`src/rtl/axis_frame_buffer_pkg.sv`:
```
`default_nettype none
// +----------------------------------------------------------------------------+
// | Module      : axis_frame_buffer_pkg                                        |
// | Description : Shared definitions for the AXI-Stream frame buffer: default  |
// |               widths, the stored beat layout and parameter-check helpers.  |
// | Contents    : DATA_WIDTH_DEF, KEEP_WIDTH_DEF, DEPTH_DEF, axis_beat_t,      |
// |               is_pow2()                                                    |
// | Revision    : 1.0 - initial release                                        |
// +----------------------------------------------------------------------------+
package axis_frame_buffer_pkg;

   localparam int DATA_WIDTH_DEF = 64;
   localparam int KEEP_WIDTH_DEF = DATA_WIDTH_DEF / 8;
   localparam int DEPTH_DEF      = 64;

   // One stored AXI-Stream beat at the default width. Field order is the
   // layout every instance of the buffer RAM uses, whatever its width.
   typedef struct packed {
      logic [DATA_WIDTH_DEF-1:0] tdata;
      logic [KEEP_WIDTH_DEF-1:0] tkeep;
      logic                      tlast;
   } axis_beat_t;

   function automatic bit is_pow2(input int n);
      return (n > 0) && ((n & (n - 1)) == 0);
   endfunction

endpackage
`default_nettype wire

```
`src/rtl/axis_frame_buffer_if.sv`:
```
`default_nettype none
// +----------------------------------------------------------------------------+
// | Module      : axis_frame_buffer_if                                         |
// | Description : AXI-Stream beat channel (tdata/tkeep/tlast/tvalid/tready).  |
// | Modports    : master - drives tdata, tkeep, tlast, tvalid; samples tready  |
// |               slave  - samples tdata, tkeep, tlast, tvalid; drives tready  |
// | Revision    : 1.0 - initial release                                        |
// +----------------------------------------------------------------------------+
interface axis_frame_buffer_if #(
   parameter int DATA_WIDTH = axis_frame_buffer_pkg::DATA_WIDTH_DEF
);
   localparam int KEEP_WIDTH = DATA_WIDTH / 8;

   logic [DATA_WIDTH-1:0] tdata;
   logic [KEEP_WIDTH-1:0] tkeep;
   logic                  tlast;
   logic                  tvalid;
   logic                  tready;

   modport master (output tdata, output tkeep, output tlast, output tvalid, input  tready);
   modport slave  (input  tdata, input  tkeep, input  tlast, input  tvalid, output tready);

endinterface
`default_nettype wire

```
`src/rtl/axis_frame_buffer_ram.sv`:
```
`default_nettype none
// +----------------------------------------------------------------------------+
// | Module      : axis_frame_buffer_ram                                        |
// | Description : Simple dual-port beat store, synchronous write and           |
// |               asynchronous read, so the head beat appears combinationally  |
// |               from the read pointer.                                       |
// | Ports       : ACLK    - clock                                              |
// |               i_we    - write enable                                       |
// |               i_waddr - write address   i_wdata - beat to store            |
// |               i_raddr - read address    o_rdata - beat at read address     |
// | Revision    : 1.0 - initial release                                        |
// +----------------------------------------------------------------------------+
module axis_frame_buffer_ram
   import axis_frame_buffer_pkg::*;
#(
   parameter type BEAT_T     = axis_beat_t,
   parameter int  DEPTH      = DEPTH_DEF,
   parameter int  ADDR_WIDTH = $clog2(DEPTH)
) (
   input  wire logic            ACLK,
   input  wire logic            i_we,
   input  wire logic [ADDR_WIDTH-1:0] i_waddr,
   input  wire BEAT_T           i_wdata,
   input  wire logic [ADDR_WIDTH-1:0] i_raddr,
   output BEAT_T                o_rdata
);

   // Storage carries no reset: validity is tracked by the pointers/level.
   BEAT_T r_mem [DEPTH];

   always_ff @(posedge ACLK) begin
      if (i_we) begin
         r_mem[i_waddr] <= i_wdata;
      end
   end

   assign o_rdata = r_mem[i_raddr];

endmodule
`default_nettype wire

```
`src/rtl/axis_frame_buffer.sv`:
```
`default_nettype none
// +----------------------------------------------------------------------------+
// | Module      : axis_frame_buffer                                            |
// | Description : Circular-buffer AXI-Stream FIFO between packet source and    |
// |               Ethernet framer. First-word fall-through, occupancy and      |
// |               complete-frame tracking, sticky oversize flag.               |
// | Config      : `define AXIS_FRAME_BUFFER_STORE_FWD_EN enables store-and-    |
// |               forward gating (output held until a whole frame or a full    |
// |               buffer); default build is cut-through.                       |
// | Ports       : ACLK, ARESET (async, active-high)                            |
// |               S_AXIS   - slave beat channel in  (tready = !full)           |
// |               M_AXIS   - master beat channel out (head of buffer)          |
// |               level    - beats stored                                      |
// |               frames   - stored tlast beats not yet popped (saturating)    |
// |               empty, full - level == 0 / level == DEPTH                    |
// |               oversize - sticky: buffer became full with no tlast stored   |
// | Revision    : 1.0 - initial release                                        |
// +----------------------------------------------------------------------------+
module axis_frame_buffer
   import axis_frame_buffer_pkg::*;
#(
   parameter int DATA_WIDTH = DATA_WIDTH_DEF,
   parameter int DEPTH      = DEPTH_DEF,
   parameter int FCNT_WIDTH = 8
) (
   input  wire logic              ACLK,
   input  wire logic              ARESET,
   axis_frame_buffer_if.slave     S_AXIS,
   axis_frame_buffer_if.master    M_AXIS,
   output logic [$clog2(DEPTH):0] level,
   output logic [FCNT_WIDTH-1:0]  frames,
   output logic                   empty,
   output logic                   full,
   output logic                   oversize
);

   localparam int KEEP_WIDTH = DATA_WIDTH / 8;
   localparam int c_AW       = $clog2(DEPTH);
   localparam int c_LW       = c_AW + 1;
   localparam logic [c_LW-1:0]       c_FULL_LEVEL = c_LW'(DEPTH);
   localparam logic [FCNT_WIDTH-1:0] c_FCNT_MAX   = {FCNT_WIDTH{1'b1}};

   generate
      if (!is_pow2(DEPTH) || (DEPTH < 4)) begin : g_bad_depth
         $error("axis_frame_buffer: DEPTH must be a power of 2 and >= 4");
      end
      if ((DATA_WIDTH % 8) != 0) begin : g_bad_width
         $error("axis_frame_buffer: DATA_WIDTH must be a multiple of 8");
      end
   endgenerate

   typedef struct packed {
      logic [DATA_WIDTH-1:0] tdata;
      logic [KEEP_WIDTH-1:0] tkeep;
      logic                  tlast;
   } beat_t;

   logic [c_AW-1:0]       r_wr_ptr;
   logic [c_AW-1:0]       r_rd_ptr;
   logic [c_LW-1:0]       r_level;
   logic [FCNT_WIDTH-1:0] r_frames;
   logic                  r_oversize;

   beat_t w_wr_beat;
   beat_t w_rd_beat;
   logic  w_full;
   logic  w_empty;
   logic  w_push;
   logic  w_pop;
   logic  w_out_valid;
   logic  w_push_last;
   logic  w_pop_last;

   assign w_wr_beat.tdata = S_AXIS.tdata;
   assign w_wr_beat.tkeep = S_AXIS.tkeep;
   assign w_wr_beat.tlast = S_AXIS.tlast;

   axis_frame_buffer_ram #(
      .BEAT_T (beat_t),
      .DEPTH  (DEPTH)
   ) u_ram (
      .ACLK    (ACLK),
      .i_we    (w_push),
      .i_waddr (r_wr_ptr),
      .i_wdata (w_wr_beat),
      .i_raddr (r_rd_ptr),
      .o_rdata (w_rd_beat)
   );

   assign w_full  = (r_level == c_FULL_LEVEL);
   assign w_empty = (r_level == '0);

   // No push-through when full: a same-cycle pop does not open tready.
   assign w_push = S_AXIS.tvalid & ~w_full;

`ifdef AXIS_FRAME_BUFFER_STORE_FWD_EN
   // Releasing on full as well as on a complete frame keeps a frame longer
   // than the buffer from deadlocking; it then cuts through.
   assign w_out_valid = ~w_empty & ((r_frames != '0) | w_full);
`else
   assign w_out_valid = ~w_empty;
`endif

   assign w_pop       = w_out_valid & M_AXIS.tready;
   assign w_push_last = w_push & S_AXIS.tlast;
   assign w_pop_last  = w_pop & w_rd_beat.tlast;

   always_ff @(posedge ACLK or posedge ARESET) begin
      if (ARESET) begin
         r_wr_ptr   <= '0;
         r_rd_ptr   <= '0;
         r_level    <= '0;
         r_frames   <= '0;
         r_oversize <= 1'b0;
      end else begin
         if (w_push) begin
            r_wr_ptr <= r_wr_ptr + c_AW'(1);
         end
         if (w_pop) begin
            r_rd_ptr <= r_rd_ptr + c_AW'(1);
         end
         r_level <= r_level + c_LW'(w_push) - c_LW'(w_pop);

         if (w_push_last && !w_pop_last && (r_frames != c_FCNT_MAX)) begin
            r_frames <= r_frames + FCNT_WIDTH'(1);
         end else if (w_pop_last && !w_push_last && (r_frames != '0)) begin
            r_frames <= r_frames - FCNT_WIDTH'(1);
         end

         if (w_full && (r_frames == '0)) begin
            r_oversize <= 1'b1;
         end
      end
   end

   assign S_AXIS.tready = ~w_full;

   // Head beat is forced to zero whenever it is not being offered.
   assign M_AXIS.tvalid = w_out_valid;
   assign M_AXIS.tdata  = w_out_valid ? w_rd_beat.tdata : '0;
   assign M_AXIS.tkeep  = w_out_valid ? w_rd_beat.tkeep : '0;
   assign M_AXIS.tlast  = w_out_valid & w_rd_beat.tlast;

   assign level    = r_level;
   assign frames   = r_frames;
   assign empty    = w_empty;
   assign full     = w_full;
   assign oversize = r_oversize;

endmodule
`default_nettype wire

```
`src/flat_wrapper.sv`:
```
// flat-port wrapper written by rule: the top's interface ports become plain ports
module axis_frame_buffer_flat import axis_frame_buffer_pkg::*;
#(
   parameter int DATA_WIDTH = DATA_WIDTH_DEF,
   parameter int DEPTH      = DEPTH_DEF,
   parameter int FCNT_WIDTH = 8
)
  (ACLK, ARESET, level, frames, empty, full, oversize, S_AXIS_tdata, S_AXIS_tkeep, S_AXIS_tlast, S_AXIS_tvalid, S_AXIS_tready, M_AXIS_tdata, M_AXIS_tkeep, M_AXIS_tlast, M_AXIS_tvalid, M_AXIS_tready);
  axis_frame_buffer_if #(.DATA_WIDTH(DATA_WIDTH)) S_AXIS_i ();
  axis_frame_buffer_if #(.DATA_WIDTH(DATA_WIDTH)) M_AXIS_i ();
  input  wire logic ACLK;
  input  wire logic ARESET;
  output logic [$clog2(DEPTH):0] level;
  output logic [FCNT_WIDTH-1:0] frames;
  output logic empty;
  output logic full;
  output logic oversize;
  input wire logic [$bits(S_AXIS_i.tdata)-1:0] S_AXIS_tdata;
  input wire logic [$bits(S_AXIS_i.tkeep)-1:0] S_AXIS_tkeep;
  input wire logic [$bits(S_AXIS_i.tlast)-1:0] S_AXIS_tlast;
  input wire logic [$bits(S_AXIS_i.tvalid)-1:0] S_AXIS_tvalid;
  output wire logic [$bits(S_AXIS_i.tready)-1:0] S_AXIS_tready;
  output wire logic [$bits(M_AXIS_i.tdata)-1:0] M_AXIS_tdata;
  output wire logic [$bits(M_AXIS_i.tkeep)-1:0] M_AXIS_tkeep;
  output wire logic [$bits(M_AXIS_i.tlast)-1:0] M_AXIS_tlast;
  output wire logic [$bits(M_AXIS_i.tvalid)-1:0] M_AXIS_tvalid;
  input wire logic [$bits(M_AXIS_i.tready)-1:0] M_AXIS_tready;
  assign S_AXIS_i.tdata = S_AXIS_tdata;
  assign S_AXIS_i.tkeep = S_AXIS_tkeep;
  assign S_AXIS_i.tlast = S_AXIS_tlast;
  assign S_AXIS_i.tvalid = S_AXIS_tvalid;
  assign S_AXIS_tready = S_AXIS_i.tready;
  assign M_AXIS_tdata = M_AXIS_i.tdata;
  assign M_AXIS_tkeep = M_AXIS_i.tkeep;
  assign M_AXIS_tlast = M_AXIS_i.tlast;
  assign M_AXIS_tvalid = M_AXIS_i.tvalid;
  assign M_AXIS_i.tready = M_AXIS_tready;
  axis_frame_buffer #(.DATA_WIDTH(DATA_WIDTH), .DEPTH(DEPTH), .FCNT_WIDTH(FCNT_WIDTH)) u_core (.ACLK(ACLK), .ARESET(ARESET), .S_AXIS(S_AXIS_i), .M_AXIS(M_AXIS_i), .level(level), .frames(frames), .empty(empty), .full(full), .oversize(oversize));
endmodule
```
`config.mk`:
```
export PLATFORM = sky130hd
export DESIGN_NAME = axis_frame_buffer_flat
export DESIGN_NICKNAME = d
export VERILOG_FILES = /design/src/rtl/axis_frame_buffer_pkg.sv /design/src/rtl/axis_frame_buffer_if.sv /design/src/rtl/axis_frame_buffer_ram.sv /design/src/rtl/axis_frame_buffer.sv /design/src/flat_wrapper.sv
export SDC_FILE = /design/constraint.sdc
export NUM_CORES = 2
export LEC_CHECK = 0
export ABC_AREA = 0
export ABC_CLOCK_PERIOD_IN_PS = 5700
export CAP_MARGIN = 20
export CORE_UTILIZATION = 63
export DETAILED_ROUTE_END_ITERATION = 8
export DONT_BUFFER_PORTS = 1
export GPL_TIMING_DRIVEN = 0
export HOLD_SLACK_MARGIN = 0.12
export PLACE_DENSITY = 0.76
export SKIP_CTS_REPAIR_TIMING = 1
export SYNTH_ARGS = -nofsm -noshare
export SYNTH_HDL_FRONTEND = slang
export SYNTH_MEMORY_MAX_BITS = 65536
export SYNTH_SLANG_ARGS = --single-unit
```
`constraint.sdc`:
```
create_clock -name ACLK -period 5.7 [get_ports ACLK]
set_input_delay 0.57 -clock ACLK [delete_from_list [all_inputs] [get_ports ACLK]]
set_output_delay 0.57 -clock ACLK [all_outputs]
set_load 0.05 [all_outputs]
```
==> run metrics <==
outcome=finished, violations left; violated checks=design-rule violations, negative setup slack; Net Sw Frac=33.9%; initial antenna violation count=39; VDD IR max=0.402 mV; final core utilization=73.3%; area fraction of the dominant cell type after synthesis=78.5%; num rows=195; grt total ovfl=0; hold_ws=180 ps; Worst-Margin Slew=1340 ps; initial core utilization=63.3%; cells taking the most area after synthesis=edfxtp_1 (78%), mux4_2 (19%), clkbuf_1 (0.43%); pwr/cell area=510 nW/µm²; DR WL/cell=44.7 µm; largest net degree at the start of global routing=67; Placement Setup Slack=492 ps; max-cap viol count=0; ANT nets after route=0; CP Max Fanout=10; initial drt markers=15900; Post-synth EDFFs=4672; vias in the first global route=89900; synthesis-to-finish area growth=15.7%; Placed Cells=10900; Die Y=535 µm; Yosys warnings=0; gr usage total=36.7%; final setup fails=59; Reg power frac=37.9%; HP Class=in2async; number of synthesized register bits=4700; clk_skew=56.8 ps; # IOs=170; first drt pass iteration count=9; Cell Int Power=69.7 mW; Mapped Avg Cell Area=25.9 µm²; Clk Latency, worst-skew pair=1000 ps; first-pass GRT wire length=712000 µm; Die X=535 µm; residual DRC count=1; H-Tree Depth=5; synthesized area=179000 µm²; clock tree buffer depth=4; Switch Pwr=35.8 mW; Final Hold Viols=0; ys async rst share=0.596%; Crit Path Class=reg2reg; post-DP HPWL=306000 µm; Post-Syn Instances=6905; CTS buffer count=447; vias after detailed routing=91200; CP Data Arrival Time=6810 ps; Crit. End Element=flop; routed vias/inst=7.62; crit path time final=5890 ps; Synth Flop Type=edfxtp_1; power consumption=105 mW; layout cells sized above 1=33.6%; CTS clk-pin slew, worst paths=70 ps; Worst Path Required=6620 ps; final setup margin=-187 ps; Final Wtd Congestion=0.790; fmax=170 MHz; IO buf count=0; final non-filler cell total=12000; combinational power share=34.3%; Clk pwr share=27.8%; final slew viol count=0; CTS tree=done; # nets final=7893; Detailed Route WL=535000 µm; Slew headroom=10.6%; core area=282000 µm²; syn nets=7002; CTS sink cnt=4700; Leak Pwr=64.3 nW; full die area=286000 µm²; # fillers=13900; period utilization=103%; clk root buf=clkbuf_16; startpoint types=flop; Cell variety after synth=38; post-synth top area cell=edfxtp_1; post-synthesis sequential area ratio=78.9%
metrics by stage:
| step | setup TNS, ps | instance area (µm²) |
|---|---|---|
| finish | -2890 | 207000 |
| global route | -139 | 207000 |
| CTS | -26760 | 203000 |
| detailed placement | 0 | 189000 |
| global placement | - | 183000 |
| floorplan | -1087530 | 179000 |
worst paths after layout:
| check | startpoint | end | slack, ps | cells after the start |
|---|---|---|---|---|
| max | u_core.r_rd_ptr[1] | u_core.frames[7] | -190 | 17 |
| min | ARESET | u_core.level[2] | 180 | 2 |
| max reg2reg | u_core.r_rd_ptr[1] | u_core.frames[7] | -190 | 17 |
| min reg2reg | u_core.r_wr_ptr[1] | u_core.r_wr_ptr[1] | 740 | 1 |
| max in group asynchronous | ARESET | u_core.r_rd_ptr[5] | 4930 | 3 |
| min in group ACLK | S_AXIS_tlast | u_core.frames[7] | 310 | 4 |
logic make-up after synthesis:
kind of cell	share of synthesized area [%]
DFF	78.9
muxes	19.3
buffers and inverters	0.880
and+or+nand+nor	0.581
AOI/OAI and AO/OA	0.113
xor gates and xnor gates	0.108
adders and majority gates	0.148
area by class of cell:
class	count	area [µm²]	share of cell area, %
tap	3743	4680	2.26
multi-input combinational	1824	36700	17.7
sequential	4700	141000	68.1
timing repair buffer	444	8640	4.17
inverter	18	67.6	0.0326
clock inverter	272	2510	1.21
clock buffer	543	11600	5.59
buffer	361	1620	0.782
antenna	56	140	0.0677
synthesized netlist by cell type, drive strengths merged (3+ instances only):
library cell and instances:
edfxtp 4672, mux4 1520, clkbuf 203, buf 160
and2 74, nor2 73, dfrtp 28, mux2i 19
ha 18, inv 18, nand2 15, xnor2 14
mux2 11, a21oi 10, nand4 10, nand3 9
xor2 8, nor2b 6, a22oi 5, nand3b 4
o21ai 4, a21o 3
placed cells by master (no fill, tap or decap), types with 4 or more instances in the layout:
cell / netlist / final
a21oi_1: 10 / 10
a22oi_1: 5 / 5
and2_1: 74 / 74
buf_1: 71 / 44
buf_12: 0 / 195
buf_16: 0 / 111
buf_2: 84 / 81
buf_6: 5 / 11
buf_8: 0 / 58
bufinv_16: 0 / 31
clkbuf_1: 203 / 253
clkbuf_16: 0 / 448
clkbuf_2: 0 / 62
clkbuf_4: 0 / 9
clkinv_1: 0 / 109
clkinv_16: 0 / 14
clkinv_2: 0 / 90
clkinv_8: 0 / 8
clkinvlp_4: 0 / 11
dfrtp_1: 28 / 28
diode_2: 0 / 56
dlygate4sd3_1: 0 / 74
edfxtp_1: 4672 / 4672
ha_1: 18 / 18
inv_1: 18 / 18
inv_6: 0 / 5
mux2_2: 11 / 11
mux2i_1: 19 / 19
mux4_2: 1520 / 1520
nand2_1: 15 / 15
nand3_1: 9 / 9
nand3b_1: 4 / 4
nand4_1: 10 / 10
nor2_1: 73 / 9
nor2_4: 0 / 64
nor2b_1: 6 / 6
o21ai_0: 4 / 4
xnor2_1: 14 / 14
xor2_1: 8 / 8
registers in the layout (all words and copies together), names as in the netlist:
signal and flops:
u_core.frames 8, u_core.level 7, u_core.r_wr_ptr 6, u_core.u_ram.r_mem 4672, u_core.r_rd_ptr 6, u_core.oversize 1
worst max-delay path, stage by stage, from the launching register on:
cell	delay, ps
dfrtp_1	390
buf_2	220
buf_2	310
clkbuf_4	580
buf_2	620
mux2i_1	320
nand3b_1	140
nand4_1	130
nand4_1	740
a31o_2	660
ha_1	310
a21o_1	150
a21oi_1	230
o21bai_1	100
a21oi_1	230
o21ai_0	210
mux2i_1	290
xor2_1	170
metal layers:
metal  share of wire [%]  vias up  track usage (%)
li1                    -    32200                -
met1                  31    47400             45.6
met2                  49     9548             59.4
met3                  13     1994             10.4
met4                 6.7       30             19.8
met5               0.035        -                0
power groups by stage:
| stage | registers [mW] | logic, mW | clock network, mW |
|---|---|---|---|
| 3_3_place_gp | 40.8 | 31.1 | 0 |
| 6_report | 40.0 | 36.2 | 29.3 |
| 5_1_grt | 40.0 | 36.7 | 30.5 |
| 4_1_cts | 39.9 | 34.2 | 29.2 |
| 3_5_place_dp | 40.6 | 32.9 | 0 |
| 2_1_floorplan | 40.6 | 21.7 | 0 |
(Power assumes the default switching activity.)
